--- src/rtl/accel_pkg.sv ---
// Shared accelerator definitions: regfile widths, loader FSM states and
// stream header field layout.
package accel_pkg;

  // Default widths, shared with accelerator_top.
  localparam int unsigned DEF_ADDR_W  = 12;
  localparam int unsigned DEF_RECUR_W = 32;
  localparam int unsigned DEF_STATE_W = 18;

  // Header word layout: {ignored[31:24], n_state[23:12], n_recur[11:0]}.
  localparam int unsigned HDR_NRECUR_LSB = 0;
  localparam int unsigned HDR_NSTATE_LSB = 12;
  localparam int unsigned HDR_FIELD_W    = 12;

  // Loader FSM states; header acceptance happens in IDLE.
  typedef enum logic [2:0] {
    IDLE       = 3'd0,
    LOAD_RECUR = 3'd1,
    LOAD_STATE = 3'd2,
    FLUSH      = 3'd3,
    START      = 3'd4
  } load_state_e;

endpackage : accel_pkg

--- src/rtl/task_loader.sv ---
// task_loader: turns a host word stream (header, InexRecur words, state
// words) into regfile write-port traffic and fires a one-cycle is_start
// once the final write has been committed.
//
// Ports:
//   clk, rst_n                  clock, async active-low reset
//   in_valid, in_data, in_ready stream word handshake
//   ran_we/w_addr/w_data_InexRecur        InexRecur write port (registered)
//   ran_we/w_addr/w_data_state_external   state write port (registered)
//   is_start                    one-cycle start pulse
//   busy_o                      high from header acceptance through START
module task_loader
  import accel_pkg::*;
#(
  parameter int unsigned ADDR_W  = DEF_ADDR_W,
  parameter int unsigned RECUR_W = DEF_RECUR_W,
  parameter int unsigned STATE_W = DEF_STATE_W
) (
  input  logic               clk,
  input  logic               rst_n,
  input  logic               in_valid,
  input  logic [RECUR_W-1:0] in_data,
  output logic               in_ready,
  output logic               ran_we_InexRecur,
  output logic [ADDR_W-1:0]  ran_w_addr_InexRecur,
  output logic [RECUR_W-1:0] ran_w_data_InexRecur,
  output logic               ran_we_state_external,
  output logic [ADDR_W-1:0]  ran_w_addr_state_external,
  output logic [STATE_W-1:0] ran_w_data_state_external,
  output logic               is_start,
  output logic               busy_o
);

  load_state_e       state;
  logic [ADDR_W-1:0] n_recur;
  logic [ADDR_W-1:0] n_state;
  logic [ADDR_W-1:0] cnt;
  logic [ADDR_W-1:0] hdr_recur;
  logic [ADDR_W-1:0] hdr_state;
  logic              accept;

  assign accept    = in_valid && in_ready;
  assign hdr_recur = in_data[HDR_NRECUR_LSB +: ADDR_W];
  assign hdr_state = in_data[HDR_NSTATE_LSB +: ADDR_W];

  // Loader FSM with registered outputs. in_ready is computed from the
  // state being entered so it is valid in the same cycle as that state.
  always_ff @(posedge clk or negedge rst_n) begin
    if (!rst_n) begin
      state                     <= IDLE;
      n_recur                   <= '0;
      n_state                   <= '0;
      cnt                       <= '0;
      in_ready                  <= 1'b0;
      ran_we_InexRecur          <= 1'b0;
      ran_w_addr_InexRecur      <= '0;
      ran_w_data_InexRecur      <= '0;
      ran_we_state_external     <= 1'b0;
      ran_w_addr_state_external <= '0;
      ran_w_data_state_external <= '0;
      is_start                  <= 1'b0;
      busy_o                    <= 1'b0;
    end else begin
      ran_we_InexRecur      <= 1'b0;
      ran_we_state_external <= 1'b0;
      is_start              <= 1'b0;

      case (state)
        IDLE: begin
          in_ready <= 1'b1;
          if (accept) begin
            n_recur <= hdr_recur;
            n_state <= hdr_state;
            cnt     <= '0;
            busy_o  <= 1'b1;
            if (hdr_recur != '0) begin
              state <= LOAD_RECUR;
            end else if (hdr_state != '0) begin
              state <= LOAD_STATE;
            end else begin
              state    <= FLUSH;
              in_ready <= 1'b0;
            end
          end
        end

        LOAD_RECUR: begin
          if (accept) begin
            ran_we_InexRecur     <= 1'b1;
            ran_w_addr_InexRecur <= cnt;
            ran_w_data_InexRecur <= in_data;
            if (cnt == n_recur - ADDR_W'(1)) begin
              // Address restarts at 0 for the state phase.
              cnt <= '0;
              if (n_state != '0) begin
                state <= LOAD_STATE;
              end else begin
                state    <= FLUSH;
                in_ready <= 1'b0;
              end
            end else begin
              cnt <= cnt + ADDR_W'(1);
            end
          end
        end

        LOAD_STATE: begin
          if (accept) begin
            ran_we_state_external     <= 1'b1;
            ran_w_addr_state_external <= cnt;
            ran_w_data_state_external <= in_data[STATE_W-1:0];
            if (cnt == n_state - ADDR_W'(1)) begin
              state    <= FLUSH;
              in_ready <= 1'b0;
            end else begin
              cnt <= cnt + ADDR_W'(1);
            end
          end
        end

        // Last write is on the ports this cycle; start fires next.
        FLUSH: begin
          state    <= START;
          is_start <= 1'b1;
        end

        START: begin
          state    <= IDLE;
          in_ready <= 1'b1;
          busy_o   <= 1'b0;
        end

        default: begin
          state    <= IDLE;
          in_ready <= 1'b1;
          busy_o   <= 1'b0;
        end
      endcase
    end
  end

endmodule : task_loader
--- config.mk ---
export PLATFORM = sky130hd
export DESIGN_NAME = task_loader
export DESIGN_NICKNAME = d
export VERILOG_FILES = /design/src/rtl/accel_pkg.sv /design/src/rtl/task_loader.sv
export SDC_FILE = /design/constraint.sdc
export NUM_CORES = 1
export LEC_CHECK = 0
export BUFFER_PORTS_ARGS = -buffer_cell sky130_fd_sc_hd__buf_4
export CAP_MARGIN = 20
export CORE_UTILIZATION = 57
export CTS_BUF_LIST = sky130_fd_sc_hd__clkbuf_8
export DETAILED_ROUTE_END_ITERATION = 6
export PLACE_DENSITY = 0.9
export SYNTH_ARGS = -nofsm -noshare
export SYNTH_HDL_FRONTEND = slang
export SYNTH_SLANG_ARGS = --single-unit
--- constraint.sdc ---
create_clock -name clk -period 3.6 [get_ports clk]
set_clock_uncertainty 0.05 [all_clocks]
set_input_delay 0.18 -clock clk [delete_from_list [all_inputs] [get_ports clk]]
set_output_delay 0.18 -clock clk [all_outputs]
set_load 0.005 [all_outputs]
After elaboration in Yosys (flattened, before gate mapping)
Cells that the tools add are included.
{ "word_totals": {"register_bits": 118, "out_inout_bits": 79, "elab_cells": 74} }
{ "classes": {"add_sub_neg": 3, "eq_ne": 12, "n_mux": 30, "bitwise_logic": 2, "n_reduce_logical": 14} }
{ "op_table": {"columns": ["op", "n"], "rows": [
  ["two-way mux 12 bit", 5],
  ["one-hot mux 12 bit (3 select lines)", 1],
  ["nonzero test 12 bit", 3],
  ["equality test 12 bit", 2],
  ["subtractor 12 x 1 -> 12 bit (second input constant)", 2],
  ["two-way mux 1 bit", 15],
  ["two-way mux 3 bit", 5],
  ["!= test 2 bit (second input constant)", 7],
  ["adder 12 x 1 -> 12 bit (second input constant)", 1],
  ["one-hot mux 3 bit (4 select lines)", 1],
  ["AND reduction 5 bit", 2],
  ["AND reduction 2 bit", 4],
  ["equality test 3 x 2 -> 1 bit (second input constant)", 2],
  ["AND reduction 6 bit", 1],
  ["one-hot mux 1 bit (4 select lines)", 1],
  ["equality test 3 x 1 -> 1 bit (second input constant)", 1],
  ["zero test 3 bit", 1],
  ["nonzero test 3 bit", 1],
  ["OR reduction 3 bit", 1],
  ["two-way mux 2 bit", 1],
  ["NOT 1 bit", 2],
  ["one-hot mux 1 bit (2 select lines)", 1],
  ["logical AND 1 bit", 1]
]} }

Depth between registers and ports, before layout
{ "logic_depth": {"ltp_word": 5, "depth_mapped": 9} }

Worst setup path before layout
OpenSTA, ideal clock, no wires.
{ "synth_path": {"path_type": "flip-flop to flip-flop", "from": "register n_state[0]", "to": "register cnt[2]", "arrival_ns": 2.636, "required_ns": 3.468, "setup_slack_ns": 0.832, "stages_incl_launch_ff": 10, "n_path_buf": 0, "period_less_slack_ns": 2.768, "cell_sequence": "dfrtp_1 -> inv_1 -> ha_1 -> or3b_4 -> a2111o_1 -> a221oi_2 -> nand3_2 -> nor3_4 -> mux2_4 -> a31oi_1"} }
{ "synth_between": {"elab_chain_cells": 4} }
{ "synth_rtl": {"columns": ["item", "line_no", "rtl"], "rows": [
  ["start: declaration", "task_loader.sv:36", "logic [ADDR_W-1:0] n_state;"],
  ["start signal: assignment", "task_loader.sv:73", "n_state <= hdr_state;"],
  ["subtractor 12 x 1 -> 12 bit", "task_loader.sv:112", "if (cnt == n_state - ADDR_W'(1)) begin"],
  ["equality test 12 bit", "task_loader.sv:112", null],
  ["!= test 2 bit (no source line)", null, null],
  ["AND reduction 5 bit (no source line)", null, null],
  ["end signal: assignment", "task_loader.sv:102", "cnt <= cnt + ADDR_W'(1);"],
  ["end signal: assignment", "task_loader.sv:116", "cnt <= cnt + ADDR_W'(1);"],
  ["end: declaration", "task_loader.sv:37", "logic [ADDR_W-1:0] cnt;"]
]} }
No other way between the ends.
A chain may end at the register's enable or synchronous reset.

Worst setup path after layout
{ "layout_path": {"from": "register n_state[0]", "to": "register cnt[10]"} }
The elaborated chain is that of the path after synthesis.

==> results by group <==
Run status
  • Status: completed

STA
  • Worst-Margin Slew: 0.743 ns
  • Final setup fails: 0
  • RSZ-0062 raised after global routing: false
  • Final hold vios: 0
  • Final setup margin: 0.439 ns
  • Slew Limit Fails: 0
  • Slew HR: 0.504
  • Minimum hold slack: between 0.15 and 0.2 ns
  • Max frequency: about 320 MHz
  • Fin crit period: roughly 3.2 ns
  • Fin crit share: 0.878
  • Setup_tns: 0 ns

Logic synthesis
  • Net count after synthesis: roughly 560
  • Yosys cell types: between 70 and 80
  • Mapped Cells: 520
  • Register area share after synthesis: 0.504
  • Mapped cell area: between 5000 and 6000 µm²
  • Dominant synthesized flop cell: dfrtp_1
  • Syn Area/Cell: roughly 11 µm²
  • Synthesis-stage register bit count: approximately 120
  • Yosys warns: 0
  • Synth async-reset ratio: 1.00
  • Post-synth EDFFs: 0

Cells and area
  • Most frequent cells in the layout: buf_4 (119), dfrtp_1 (118), mux2_2 (85)
  • Most common cell after layout, fill and taps aside: buf_4
  • Layout cells sized above 1: 0.378
  • Final Non-Filler Cells: a little over 800
  • Final Cell Area: ~7700 µm²
  • Antenna Cells: 0
  • Nets: around 700
  • Layout area overhead: 30.7%

Floorplan
  • Die X-Extent: just over 100 µm
  • Die height: just over 100 µm
  • IO Pins: roughly 110
  • Rows: 36
  • Die area: about 11000 µm²
  • Starting density of the core: 0.594
  • Total core area: 9860 µm²

Routing
  • Via count: a little over 5000
  • Initial DRC count: between 200 and 300
  • DRT Pass-1 Iters: 5
  • Post-DRT Antenna Nets: 0
  • DRC: 0
  • Drt wl/cell: roughly 20 µm
  • Final WL: 16300 µm
  • Vias/cell: ~6.2

Global routing
  • GR Util All Layers: 0.324
  • Number of global-route vias before repair: just over 5000
  • First-pass GRT wire length: between 20000 and 30000 µm
  • Largest net degree at the start of global routing: 85
  • Initial antenna violation count: 0
  • Total grt overflow: 0

Place
  • Number of port buffers: around 110
  • Cell Area, Placed: 6820 µm²
  • Detailed Place HPWL: between 10000 and 15000 µm
  • RD Place Congestion: about 0.90
  • Place WS: between 0.5 and 0.6 ns
  • Placed cell count: between 700 and 800

Clocking
  • Reg clk slew, reported paths: roughly 0.08 ns
  • CTS max path bufs: 2
  • Clock Sinks: about 120
  • CTS tree: built
  • Clock Root Buffer: clkbuf_8
  • H-tree depth: 4
  • Post-CTS sizing: 0
  • Clock buffer count from CTS: 17
  • Post-CTS Setup Repair Bufs: 0
  • Clock Latency Late Sink: around 0.43 ns

Run
  • Max cap viols: 0

Critical path
  • Crit path arrival time: between 3 and 4 ns
  • R2r setup slk: about 0.44 ns
  • Worst Setup Start Kind: flop
  • CP cell instances: inv_1, ha_1, or3b_4, or4_1, a222oi_1, o211a_1, a31oi_2, o2111ai_1, a21oi_1
  • WP data required: between 3 and 4 ns
  • Critical path class: flop to flop
  • Worst-path fanout max: 7
  • Worst setup EP type: flop
  • Worst path max stage delay: between 0.5 and 0.6 ns
  • Slowest-stage cell, CP: or4_1

Power and ir drop
  • PD cells: around 660 nW/µm²
  • LEAKAGE: ~3.5 nW
  • Worst vdd ir: about 0.00070 V

Worst hold path
  • Hold crit path type: primary input to flop
[final cells by class]
class / instances / area, µm²
inverter: 20 / 75.1
clock inverter: 13 / 216
multi-input combinational: 351 / 2710
tap: 133 / 166
fill: 558 / 2210
clock buffer: 19 / 262
timing repair buffer: 154 / 1270
sequential: 118 / 2950
[synth_stat cells (all sizes together) (6+ instances only)]
| library cell | count | area, µm² |
|---|---|---|
| and3 | 7 | 43.8 |
| nand4 | 6 | 37.5 |
| a21oi | 18 | 90.1 |
| or3 | 6 | 38.8 |
| clkbuf | 27 | 101 |
| nor4 | 13 | 87.6 |
| o31ai | 6 | 45.0 |
| xnor2 | 14 | 123 |
| o2111ai | 6 | 52.6 |
| inv | 19 | 71.3 |
| nand2 | 27 | 104 |
| nor2 | 19 | 71.3 |
| a31oi | 7 | 50.1 |
| mux2 | 86 | 972 |
| o21ai | 23 | 115 |
| o211ai | 6 | 45.0 |
| nor3 | 18 | 101 |
| or4 | 6 | 52.6 |
| dfrtp | 118 | 2950 |
| xor2 | 7 | 61.3 |
| nand3 | 16 | 85.1 |
[power breakdown]
group          internal, mW  total [mW]  switching, mW  leakage [nW]
sequential             1.61        2.02          0.415          1.50
combinational         0.820        1.59          0.772          1.74
clock                 0.871        1.47          0.600         0.230
[per-stage QoR]
step,utilization,power [mW]
global route,0.776,5.33
finish,0.776,5.09
floorplan,-,2.91
global placement,0.692,3.45
detailed placement,0.692,3.54
CTS,0.773,5.03
[kinds of logic (layout without fill, tap and decap cells)]
group | after synthesis | after routing | share of synthesized area
fa+ha+maj | 4 | 4 | 0.00854
compound gates | 101 | 101 | 0.121
mux | 87 | 87 | 0.168
buf+inv | 51 | 206 | 0.0344
simple gates | 138 | 138 | 0.133
flops | 118 | 118 | 0.504
xor+xnor | 21 | 21 | 0.0314
[worst paths after layout]
check / startpoint / endpoint / cells past startpoint
hold / removal: in_valid / state[0] / 4
hold reg to reg: ran_w_addr_state_external[6] / ran_w_addr_state_external[6] / 2
min in group asynchronous: rst_n / cnt[0] / 2
setup / recovery: n_state[0] / cnt[10] / 9
max in group asynchronous: rst_n / n_recur[8] / 3
setup reg to reg: n_state[0] / cnt[10] / 9
[sequential cells by signal, summed over array words and instances, names as in the netlist]
| name | count |
|---|---|
| is_start | 1 |
| ran_w_addr_state_external | 12 |
| in_ready | 1 |
| ran_we_InexRecur | 1 |
| ran_we_state_external | 1 |
| n_state | 12 |
| ran_w_data_InexRecur | 32 |
| state | 3 |
| n_recur | 12 |
| busy_o | 1 |
| ran_w_addr_InexRecur | 12 |
| ran_w_data_state_external | 18 |
| cnt | 12 |
[worst max-delay path, delay by kind of cell (launching register included)]
kind,cells,cell delay [ns]
AOI/OAI and AO/OA,5,1.22
adders and majority gates,1,0.22
and+or+nand+nor,2,0.94
buffers and inverters,1,0.13
DFF,1,0.45
[layer usage]
metal,wire (µm),GRT usage,share of wire
met4,668,0.169,0.041
met5,0,0,0
met2,7940,0.523,0.49
met3,1150,0.0746,0.071
met1,6530,0.409,0.40
[timing repair]
action / 4_1_cts / 5_1_grt
hold buffers: 33 / 0
endpoints found under the hold margin: 155 / 0
endpoints found under the setup margin: 0 / 0
No activity file was read; power rests on OpenSTA's default activity.
